File: src/rtl/float_to_bi.sv
// float_to_bi: decodes an 8-bit compressed float {sign, E[2:0], S[3:0]} into a
// 12-bit two's-complement linear value, magnitude = S << E.
// The magnitude is built by a serial shifter, one bit position per clock.
// Valid/ready handshakes are used on both the input and the output side.
//
// Ports:
//   clk       rising-edge clock
//   rst_n     asynchronous active-low reset
//   in_valid  ft holds a float to decode
//   in_ready  block can accept a float (state is IDLE)
//   ft        float input {sign, E, S}
//   out_valid bi holds a decoded result
//   out_ready consumer accepts bi
//   bi        two's-complement result
//   busy      high in SHIFT or DONE
//
// Only EXP_W = 3 and SIG_W = 4 are supported.
// OUT_W must be at least SIG_W + 2**EXP_W.
module float_to_bi #(
    parameter int unsigned EXP_W = 3,
    parameter int unsigned SIG_W = 4,
    parameter int unsigned OUT_W = 12
) (
    input  logic                   clk,
    input  logic                   rst_n,
    input  logic                   in_valid,
    output logic                   in_ready,
    input  logic [EXP_W+SIG_W:0]   ft,
    output logic                   out_valid,
    input  logic                   out_ready,
    output logic [OUT_W-1:0]       bi,
    output logic                   busy
);

    localparam logic [1:0] StIdle  = 2'd0;
    localparam logic [1:0] StShift = 2'd1;
    localparam logic [1:0] StDone  = 2'd2;

    localparam logic [OUT_W-1:0] MagOne = OUT_W'(1);
    localparam logic [EXP_W-1:0] CntOne = EXP_W'(1);

    logic [1:0]       state_q, state_d;
    logic [OUT_W-1:0] mag_q, mag_d;
    logic [EXP_W-1:0] cnt_q, cnt_d;
    logic             sign_q, sign_d;
    logic [OUT_W-1:0] bi_q, bi_d;
    logic             out_valid_q, out_valid_d;

    always_comb begin
        state_d     = state_q;
        mag_d       = mag_q;
        cnt_d       = cnt_q;
        sign_d      = sign_q;
        bi_d        = bi_q;
        out_valid_d = out_valid_q;

        case (state_q)
            StIdle: begin
                if (in_valid) begin
                    sign_d  = ft[EXP_W+SIG_W];
                    cnt_d   = ft[SIG_W +: EXP_W];
                    mag_d   = {{(OUT_W-SIG_W){1'b0}}, ft[SIG_W-1:0]};
                    state_d = StShift;
                end
            end
            StShift: begin
                if (cnt_q != '0) begin
                    mag_d = mag_q << 1;
                    cnt_d = cnt_q - CntOne;
                end else begin
                    // A zero magnitude stays zero regardless of sign: no negative zero.
                    bi_d        = (sign_q && (mag_q != '0)) ? (~mag_q + MagOne) : mag_q;
                    out_valid_d = 1'b1;
                    state_d     = StDone;
                end
            end
            StDone: begin
                // bi is left holding the last result after the handshake.
                if (out_ready) begin
                    out_valid_d = 1'b0;
                    state_d     = StIdle;
                end
            end
            default: begin
                state_d     = StIdle;
                out_valid_d = 1'b0;
            end
        endcase
    end

    always_ff @(posedge clk or negedge rst_n) begin
        if (!rst_n) begin
            state_q     <= StIdle;
            mag_q       <= '0;
            cnt_q       <= '0;
            sign_q      <= 1'b0;
            bi_q        <= '0;
            out_valid_q <= 1'b0;
        end else begin
            state_q     <= state_d;
            mag_q       <= mag_d;
            cnt_q       <= cnt_d;
            sign_q      <= sign_d;
            bi_q        <= bi_d;
            out_valid_q <= out_valid_d;
        end
    end

    // All outputs come from registers or from state decode only.
    assign in_ready  = (state_q == StIdle);
    assign busy      = (state_q != StIdle);
    assign out_valid = out_valid_q;
    assign bi        = bi_q;

endmodule

File: config.mk
export PLATFORM = sky130hd
export DESIGN_NAME = float_to_bi
export DESIGN_NICKNAME = d
export VERILOG_FILES = /design/src/rtl/float_to_bi.sv
export SDC_FILE = /design/constraint.sdc
export NUM_CORES = 1
export LEC_CHECK = 0
export BUFFER_PORTS_ARGS = -buffer_cell sky130_fd_sc_hd__buf_2
export CORE_ASPECT_RATIO = 1.4
export CORE_MARGIN = 10
export CORE_UTILIZATION = 55
export CTS_CLUSTER_SIZE = 28
export DETAILED_ROUTE_END_ITERATION = 8
export GPL_TIMING_DRIVEN = 0
export PLACE_DENSITY_LB_ADDON = 0.05
export SETUP_SLACK_MARGIN = 0.5
export SLEW_MARGIN = 20
export SYNTH_ARGS = -nofsm -noshare
export SYNTH_HDL_FRONTEND = slang
export SYNTH_SLANG_ARGS = --single-unit
File: constraint.sdc
create_clock -name clk -period 2.6 [get_ports clk]
set_clock_uncertainty 0.05 [all_clocks]
set_input_delay 0.52 -clock clk [delete_from_list [all_inputs] [get_ports clk]]
set_output_delay 0.52 -clock clk [all_outputs]
set_load 0.1 [all_outputs]
# After elaboration in Yosys (flattened, before gate mapping)
# Cells that the tools add are included.
# Widths: inputs -> output; s select.
# word_totals
ff_bits	31
inputBits	12
wordCells	42
# op_classes
add_sub_neg	2
eq_ne	6
n_mux	14
bitwise_logic	3
n_reduce_logical	11
# op_table
operator	n
$mux 12	3
$pmux 12 s2	1
$add 12x1->12 const B	1
$not 12->12	1
$reduce_bool 12->1	1
$reduce_and 3->1	3
$ne 2x2->1 const B	4
$mux 2	3
$mux 3	2
$pmux 2 s3	1
$pmux 3 s2	1
$reduce_and 2->1	2
$reduce_bool 2->1	2
$pmux 1 s3	1
$reduce_bool 3->1	1
$sub 3x1->3 const B	1
$eq 2x1->1 const B	1
$eq 2x2->1 const B	1
$logic_not 2->1	1
$mux 1	2
$not 1->1	2
$logic_and 1x1->1	1

# Logic depth before layout (Yosys ltp)
# Gate-level depths: netlist of the first run.
# logic_depth
depth_word	3
mapped_depth	9

# Worst setup path after synthesis of the first run
# No wires, ideal clock.
# synth_timing
path_kind	reg-to-output
from	reg state_q[0]
to	out busy
arrival_time_ns	2.830
t_required_ns	2.030
path_slack_ns	-0.800
path_stages_with_launch	4
n_path_buf	1
path_cell_list	dfrtp_1 -> clkbuf_1 -> nor2_1 -> inv_1
# synth_via
elab_chain_len	1
# synth_lines
element	line	rtl
start: declaration	42	logic [1:0] state_q, state_d;
start signal: assignment	93	state_q <= StIdle;
start signal: assignment	100	state_q <= state_d;
$reduce_bool 2->1	111	assign busy = (state_q != StIdle);
end: declaration	32	output logic busy
# Every way passes these cells.

# Worst setup path in the final report of the first run
# layout_timing
from	reg mag_q[8]
to	reg bi_q[1] (netlist: bi[1])
# layout_via
elab_chain_len	3
# layout_lines
element	line	rtl
start: declaration	43	logic [OUT_W-1:0] mag_q, mag_d;
start signal: assignment	101	mag_q <= mag_d;
$reduce_bool 12->1	72	bi_d = (sign_q && (mag_q != '0)) ? (~mag_q + MagOne) : mag_q;
$logic_and 1x1->1	72	
$mux 12	72	
end signal: assignment	104	bi_q <= bi_d;
end: declaration	46	logic [OUT_W-1:0] bi_q, bi_d;
# Every way passes these cells.
# A chain may end at the register's enable or synchronous reset.

==> impl_results.md, run 1 <==
* Critical path peak fanout at 5
* DRT iter0 DRCs at between 50 and 60
* Gr ovfl total at 0
* Largest net degree at the start of global routing at 32
* Area grow syn2layout at 26.4%
* Count of pins over their slew limit at 0
* Vias/cell at 5.57
* Dpl hpwl at 2820 um
* Clk pin slew, worst setup/hold paths at 0.07 ns
* Syn Std Cell Area at 1610 um^2
* Req. time, crit path at approximately 2.8 ns
* Final hold slack at ~0.21 ns
* Max_slew headroom at between 50% and 60%
* TNS Setup at 0 ns
* Starting Density at 56.3%
* Total Routing Usage GR at 14.8%
* Multiplexer area fraction after synthesis at 1.33%
* Reg-to-reg endpoint: bi[1]
* Synthesized instance count at 181
* Most frequent CP cell: or4_4
* Post-Syn Area per Cell at 8.87 um^2
* CTS buffer count at 5
* Clock Latency Late Sink at around 0.28 ns
* Drt pass-1 iters at 4
* Final Cycle Share at 79.9%
* Crit. End Element: flip-flop
* CP arrival at 2.24 ns
* Fin. Hold Viols at 0
* Avg WL per Cell at around 15 um
* Vias in the first global route at 1,403
* Final ANT Viol Nets at 0
* RR Startpoint: mag_q[8]
* Core area at 2850 um^2
* First-pass GRT wire length at 6530 um
* Share of cells above drive strength 1 at roughly 29%
* Clock buffer depth at 2
* Die width at 65.7 um
* Total length of routed wires at roughly 3900 um
* Synth Area in XOR/XNOR at 2.73%
* Net count after synthesis at 196
* I/O pins at 27
* Ant diodes at 0
* Nets@finish at 237
* Complex-gate fraction of the synthesized area at 16.7%
* HP Class: in2async
* Post-Synth Adder-Cell Area at about 2.3%
* Final Setup Violations at 0
* Root buf cell: clkbuf_8
* Simple-gate area share of the yosys netlist at between 20% and 30%
* Post-layout util at 71.2%
* Largest family of logic cells by synthesized area: simple AND/OR/NAND/NOR gates
* Worst setup SP type: flip-flop
* Reg2Reg Setup Slack at 0.52 ns
* Clock sink count at 31
* RSZ-0062 raised after global routing: true
* Die footprint at approximately 5500 um^2
* CP peak stage delay at about 0.6 ns
* I/O Buffers at 26
* Worst slew pin tran at 0.669 ns
* CTS HTree Levels at 2
* Drt drc at 0
* Tmin final at 2.08 ns
* Fmax at 0.481 GHz
* Register area share after synthesis at 48.3%
* R2R depth at 4
* GPL Wtd Cong at 0.918
* CTS tree: done
* Die Ht at 83.9 um
* WS Path Type: reg2reg
* Synth Warn # at 0
* Crit-path cells: or4_4 > or4_4 > a211o_1 > nand3_1
* Outcome: complete, no violations
* Area post-placement at 1790 um^2
* Synth cell types at 39
* Design Area, Final at 2030 um^2
* Register bit count reported by yosys at 31
* Initial antenna violation count at 0
* Critical Path Slowest Stage Cell: or4_4
* Max-cap viol count at 0
* FP Rows at 23
* Via count at 1,449
[per-layer routing]
metal  track usage, %  up-vias  share of wire, %
met5                0        -                 0
met4             5.86        0               1.9
met3             5.65       11               6.4
met2             25.2       49                53
met1             15.6      680                39
li1                 -      709                 -
[cells in the final DEF, fill, tap and decap left out, types with 3 or more instances in the layout]
cell type and count:
buf_2 25, clkbuf_2 5, dfrtp_1 28, clkbuf_1 4, clkbuf_8 6, nand2_1 31
o21ai_0 21, nand4_1 4, dfrtp_2 3, xor2_1 3, o31ai_1 3, a21oi_1 7
inv_1 6, buf_4 8, nor2_1 11, or2_2 3, nor3_1 3, nand2b_1 4
nand3_1 5
[worst max path at each step]
stage,startpoint,end,slack [ns]
5_1_grt,mag_q[0],bi[1],0.47
3_3_place_gp,mag_q[1],bi[11],0.41
2_1_floorplan,state_q[0],busy,0.36
4_1_cts,mag_q[0],bi[7],0.49
6_report,mag_q[8],bi[1],0.52
3_5_place_dp,mag_q[1],bi[7],0.36
[synthesized netlist by cell type]
cell type,number,area (um^2)
or4b_1,1,10.0
and2_1,1,6.26
nor4b_1,1,8.76
nor3_1,3,15.0
o41ai_1,1,8.76
o311a_1,1,10.0
a21oi_1,7,35.0
ha_1,3,37.5
a211o_1,1,8.76
o21ai_0,21,105
nand4_1,4,25.0
or2_2,3,18.8
mux2_2,1,11.3
o311ai_0,2,17.5
or4_4,2,22.5
nand3b_1,2,15.0
o31ai_1,3,22.5
mux2i_1,1,10.0
buf_1,1,3.75
a21o_1,1,7.51
xor2_1,3,26.3
a21o_2,1,8.76
and3b_1,1,8.76
buf_2,1,5.00
nor3b_1,2,15.0
nand2_1,31,116
inv_1,8,30.0
clkbuf_1,9,33.8
nand2b_1,4,25.0
dfrtp_1,31,776
nand3_1,6,30.0
a21boi_0,1,7.51
o211ai_1,2,15.0
xnor2_1,2,17.5
nor2b_1,2,12.5
a31oi_1,1,6.26
or3_1,2,12.5
a211oi_1,2,15.0
nor2_1,12,45.0
[sequential cells by signal (all words and copies together) (netlist names)]
name and cells:
cnt_q 3, bi 12, sign_q 1, out_valid 1, mag_q 12, state_q 2
[layout make-up]
cell class | count | area (um^2)
buffer | 11 | 48.8
timing repair buffer | 34 | 195
sequential | 31 | 779
clock inverter | 2 | 35.0
multi-input combinational | 131 | 812
fill | 241 | 820
tap | 37 | 46.3
clock buffer | 6 | 82.6
inverter | 8 | 30.0
[what timing repair did]
item                                   4_1_cts  5_1_grt
setup endpoints to repair                    5       22
hold buffers                                 0        0
buffers inserted                             4        4
endpoints found under the hold margin        0        0
gates resized for setup                      5       21
pin swaps                                    2        5
[logic make-up after synthesis]
logic type | count (synthesis)
buffers and inverters | 19
muxes | 2
and+or+nand+nor | 77
xor gates and xnor gates | 5
AOI/OAI and AO/OA | 44
adders and majority gates | 3
DFF | 31
[through the flow]
stage          setup WS (ns)  std cells
2_1_floorplan          0.358        181
3_3_place_gp           0.407        244
3_5_place_dp           0.364        244
4_1_cts                0.488        256
5_1_grt                0.469        260
6_report               0.522        260
[worst max-delay path, delay by kind of cell, from the launching register on]
kind | cells | cell delay [ns]
AO/OA/AOI/OAI | 1 | 0.31
AND/OR/NAND/NOR | 3 | 1.23
flip-flops | 1 | 0.42
Power of run 1 is left out: the tool's default activity adds up to more than one toggle a clock period on the data nets, which glitch-free logic cannot reach.
==> run 2: changes to the inputs <==
==> constraint.sdc (replaced) <==
create_clock -name clk -period 2.2 [get_ports clk]
set_clock_uncertainty 0.05 [all_clocks]
set_input_delay 0.44 -clock clk [delete_from_list [all_inputs] [get_ports clk]]
set_output_delay 0.44 -clock clk [all_outputs]
set_load 0.1 [all_outputs]
==> run 2 against run 1 <==
  * Design area is 12% higher
  * Sequential share of layout area is 4.1 points lower
  * Worst hold slack worse by 0.065 ns
  * Non-clock buffer count is 14 higher
  * Sequential cell count stayed put
  * Cell count is 5.4% higher
  * Utilization is 8.5 points higher
  * First-iteration DRC count is 33% higher
  * Maximum frequency is 0.89% higher
  * Worst setup slack worse by 0.38 ns
  * Critical path depth is 2 higher
  * Die area stayed put
  * Critical endpoint unchanged
==> impl_results.md, run 2 (synthesized netlist as in run 1, its figures left out) <==
* Clk pin slew, worst setup/hold paths at 0.07 ns (about the same)
* Reg-to-reg endpoint: bi[1] (unchanged)
* Die width at 65.7 um (unchanged)
* Die footprint at 5510 um^2 (unchanged)
* Fin. Hold Viols at 0 (unchanged)
* Req. time, crit path at 2.38 ns (was 2.77 ns)
* Clock buffer depth at 2 (unchanged)
* Drt pass-1 iters at 4 (unchanged)
* Outcome: complete, no violations (unchanged)
* Cts hold-fix bufs at 0 (unchanged)
* Drt drc at 0 (unchanged)
* FP Rows at 23 (unchanged)
* WS Path Type: reg2reg (unchanged)
* Max-cap viol count at 0 (unchanged)
* GPL Wtd Cong at 0.813 (was 0.918)
* Vias in the first global route at 1,527 (was 1,403)
* Fmax at 0.485 GHz (was 0.481 GHz)
* Share of cells above drive strength 1 at 39.7% (was 29.1%)
* Total length of routed wires at 4460 um (was 3880 um)
* WP buf/inv at 1 (was 0)
* Final Setup Violations at 0 (unchanged)
* HP Class: in2async (unchanged)
* Most frequent cells in the layout: 31 x nand2_1, 28 x dfrtp_1, 25 x buf_2, 21 x buf_4 (was 31 x nand2_1, 28 x dfrtp_1, 25 x buf_2, 21 x o21ai_0, 11 x nor2_1)
* Most common cell after layout, fill and taps aside: nand2_1 (unchanged)
* Initial antenna violation count at 0 (unchanged)
* Count of pins over their slew limit at 0 (unchanged)
* TNS Setup at 0 ns (unchanged)
* Root buf cell: clkbuf_8 (unchanged)
* Via count at 1,533 (was 1,449)
* Critical Path Slowest Stage Cell: or4_4 (unchanged)
* Total Routing Usage GR at 16.1% (was 14.8%)
* CTS buffer count at 5 (unchanged)
* R2R depth at 6 (was 4)
* Final Cycle Share at 93.6% (was 79.9%)
* CTS tree: done (unchanged)
* Largest net degree at the start of global routing at 32 (unchanged)
* CP arrival at 2.24 ns (about the same)
* Worst setup SP type: flip-flop (unchanged)
* Gr ovfl total at 0 (unchanged)
* RSZ-0062 raised after global routing: true (unchanged)
* Crit-path cells: inv_2 > ha_4 > or4b_4 > or4_4 > a211o_1 > nand3_1 (was or4_4 > or4_4 > a211o_1 > nand3_1)
* Nets@finish at 251 (was 237)
* RR Startpoint: mag_q[0] (was mag_q[8])
* Crit. End Element: flip-flop (unchanged)
* Clock sink count at 31 (unchanged)
* CP delay by family, top: simple AND/OR/NAND/NOR gates (unchanged)
* Area post-placement at 1820 um^2 (was 1790 um^2)
* Area grow syn2layout at 41.5% (was 26.4%)
* First-pass GRT wire length at 7070 um (was 6530 um)
* Critical path peak fanout at 5 (unchanged)
* Final ANT Viol Nets at 0 (unchanged)
* Ant diodes at 0 (unchanged)
* Reg2Reg Setup Slack at 0.14 ns (was 0.52 ns)
* Clock Latency Late Sink at 0.29 ns (was 0.28 ns)
* DRT iter0 DRCs at 72 (was 54)
* Avg WL per Cell at 16.3 um (was 14.9 um)
* Starting Density at 56.3% (unchanged)
* Worst slew pin tran at 0.706 ns (was 0.669 ns)
* I/O Buffers at 26 (unchanged)
* Post-layout util at 79.8% (was 71.2%)
* Design Area, Final at 2270 um^2 (was 2030 um^2)
* Max_slew headroom at 53.0% (was 55.4%)
* Vias/cell at 5.59 (was 5.57)
* Core area at 2850 um^2 (unchanged)
* CP peak stage delay at 0.49 ns (was 0.59 ns)
* I/O pins at 27 (unchanged)
* Die Ht at 83.9 um (unchanged)
* Dpl hpwl at 2830 um (was 2820 um)
* Tmin final at 2.06 ns (was 2.08 ns)
* CTS HTree Levels at 2 (unchanged)
## run 2: changes by cell type in the layout (fill, tap and decap cells not counted), moves of 3 or more
cell / before / now
o21ai_1: 0 / 7
buf_8: 0 / 3
buf_4: 8 / 21
o21ai_2: 0 / 3
inv_1: 6 / 3
clkbuf_2: 5 / 2
o21ai_0: 21 / 11
## run 2: layer usage
metal | wire length [um] | part of all wire [%] | up-vias | track usage, %
met3 | 252 | 5.6 | 10 | 5.51
li1 | - | - | 736 | -
met5 | 0 | 0 | - | 0
met2 | 2470 | 55 | 51 | 28.0
met1 | 1650 | 37 | 736 | 16.3
met4 | 85 | 1.9 | 0 | 7.62
## run 2: cell type report
class	instances	area, um^2
buffer	11	103
clock buffer	6	82.6
clock inverter	2	35.0
fill	187	577
inverter	8	33.8
multi-input combinational	131	865
sequential	31	779
tap	37	46.3
timing repair buffer	48	328
## run 2: repair_timing
item | in CTS | in global routing
buffers inserted | 8 | 13
cloned | 0 | 1
gates resized for setup | 33 | 27
pin swaps | 6 | 8
endpoints found under the hold margin | 0 | 0
endpoints found under the setup margin | 31 | 30
## run 2: per-stage QoR
step,setup slack [ns],std cells,hold slack [ns]
floorplan,0.0377,181,0.0944
global placement,0.101,244,0.410
detailed placement,0.0887,244,0.416
CTS,0.121,260,0.164
global route,0.0933,274,0.193
finish,0.140,274,0.148
## run 2: worst register-to-register path, stage by stage (launching register included)
cell and delay [ns]:
dfrtp_1 0.41, inv_2 0.10, ha_4 0.13, or4b_4 0.47, or4_4 0.49, a211o_1 0.29, nand3_1 0.07
## run 2: worst max-delay path by stage
stage	startpoint	end	slack, ns	depth (start not counted)
final	mag_q[0]	bi[1]	0.14	6
after global routing	mag_q[0]	bi[1]	0.09	6
after CTS	mag_q[1]	bi[1]	0.12	6
after detailed placement	mag_q[1]	bi[1]	0.09	6
after global placement	mag_q[0]	bi[1]	0.10	6
after floorplan	state_q[0]	busy	0.04	3
Power of run 2 is left out for the same reason.
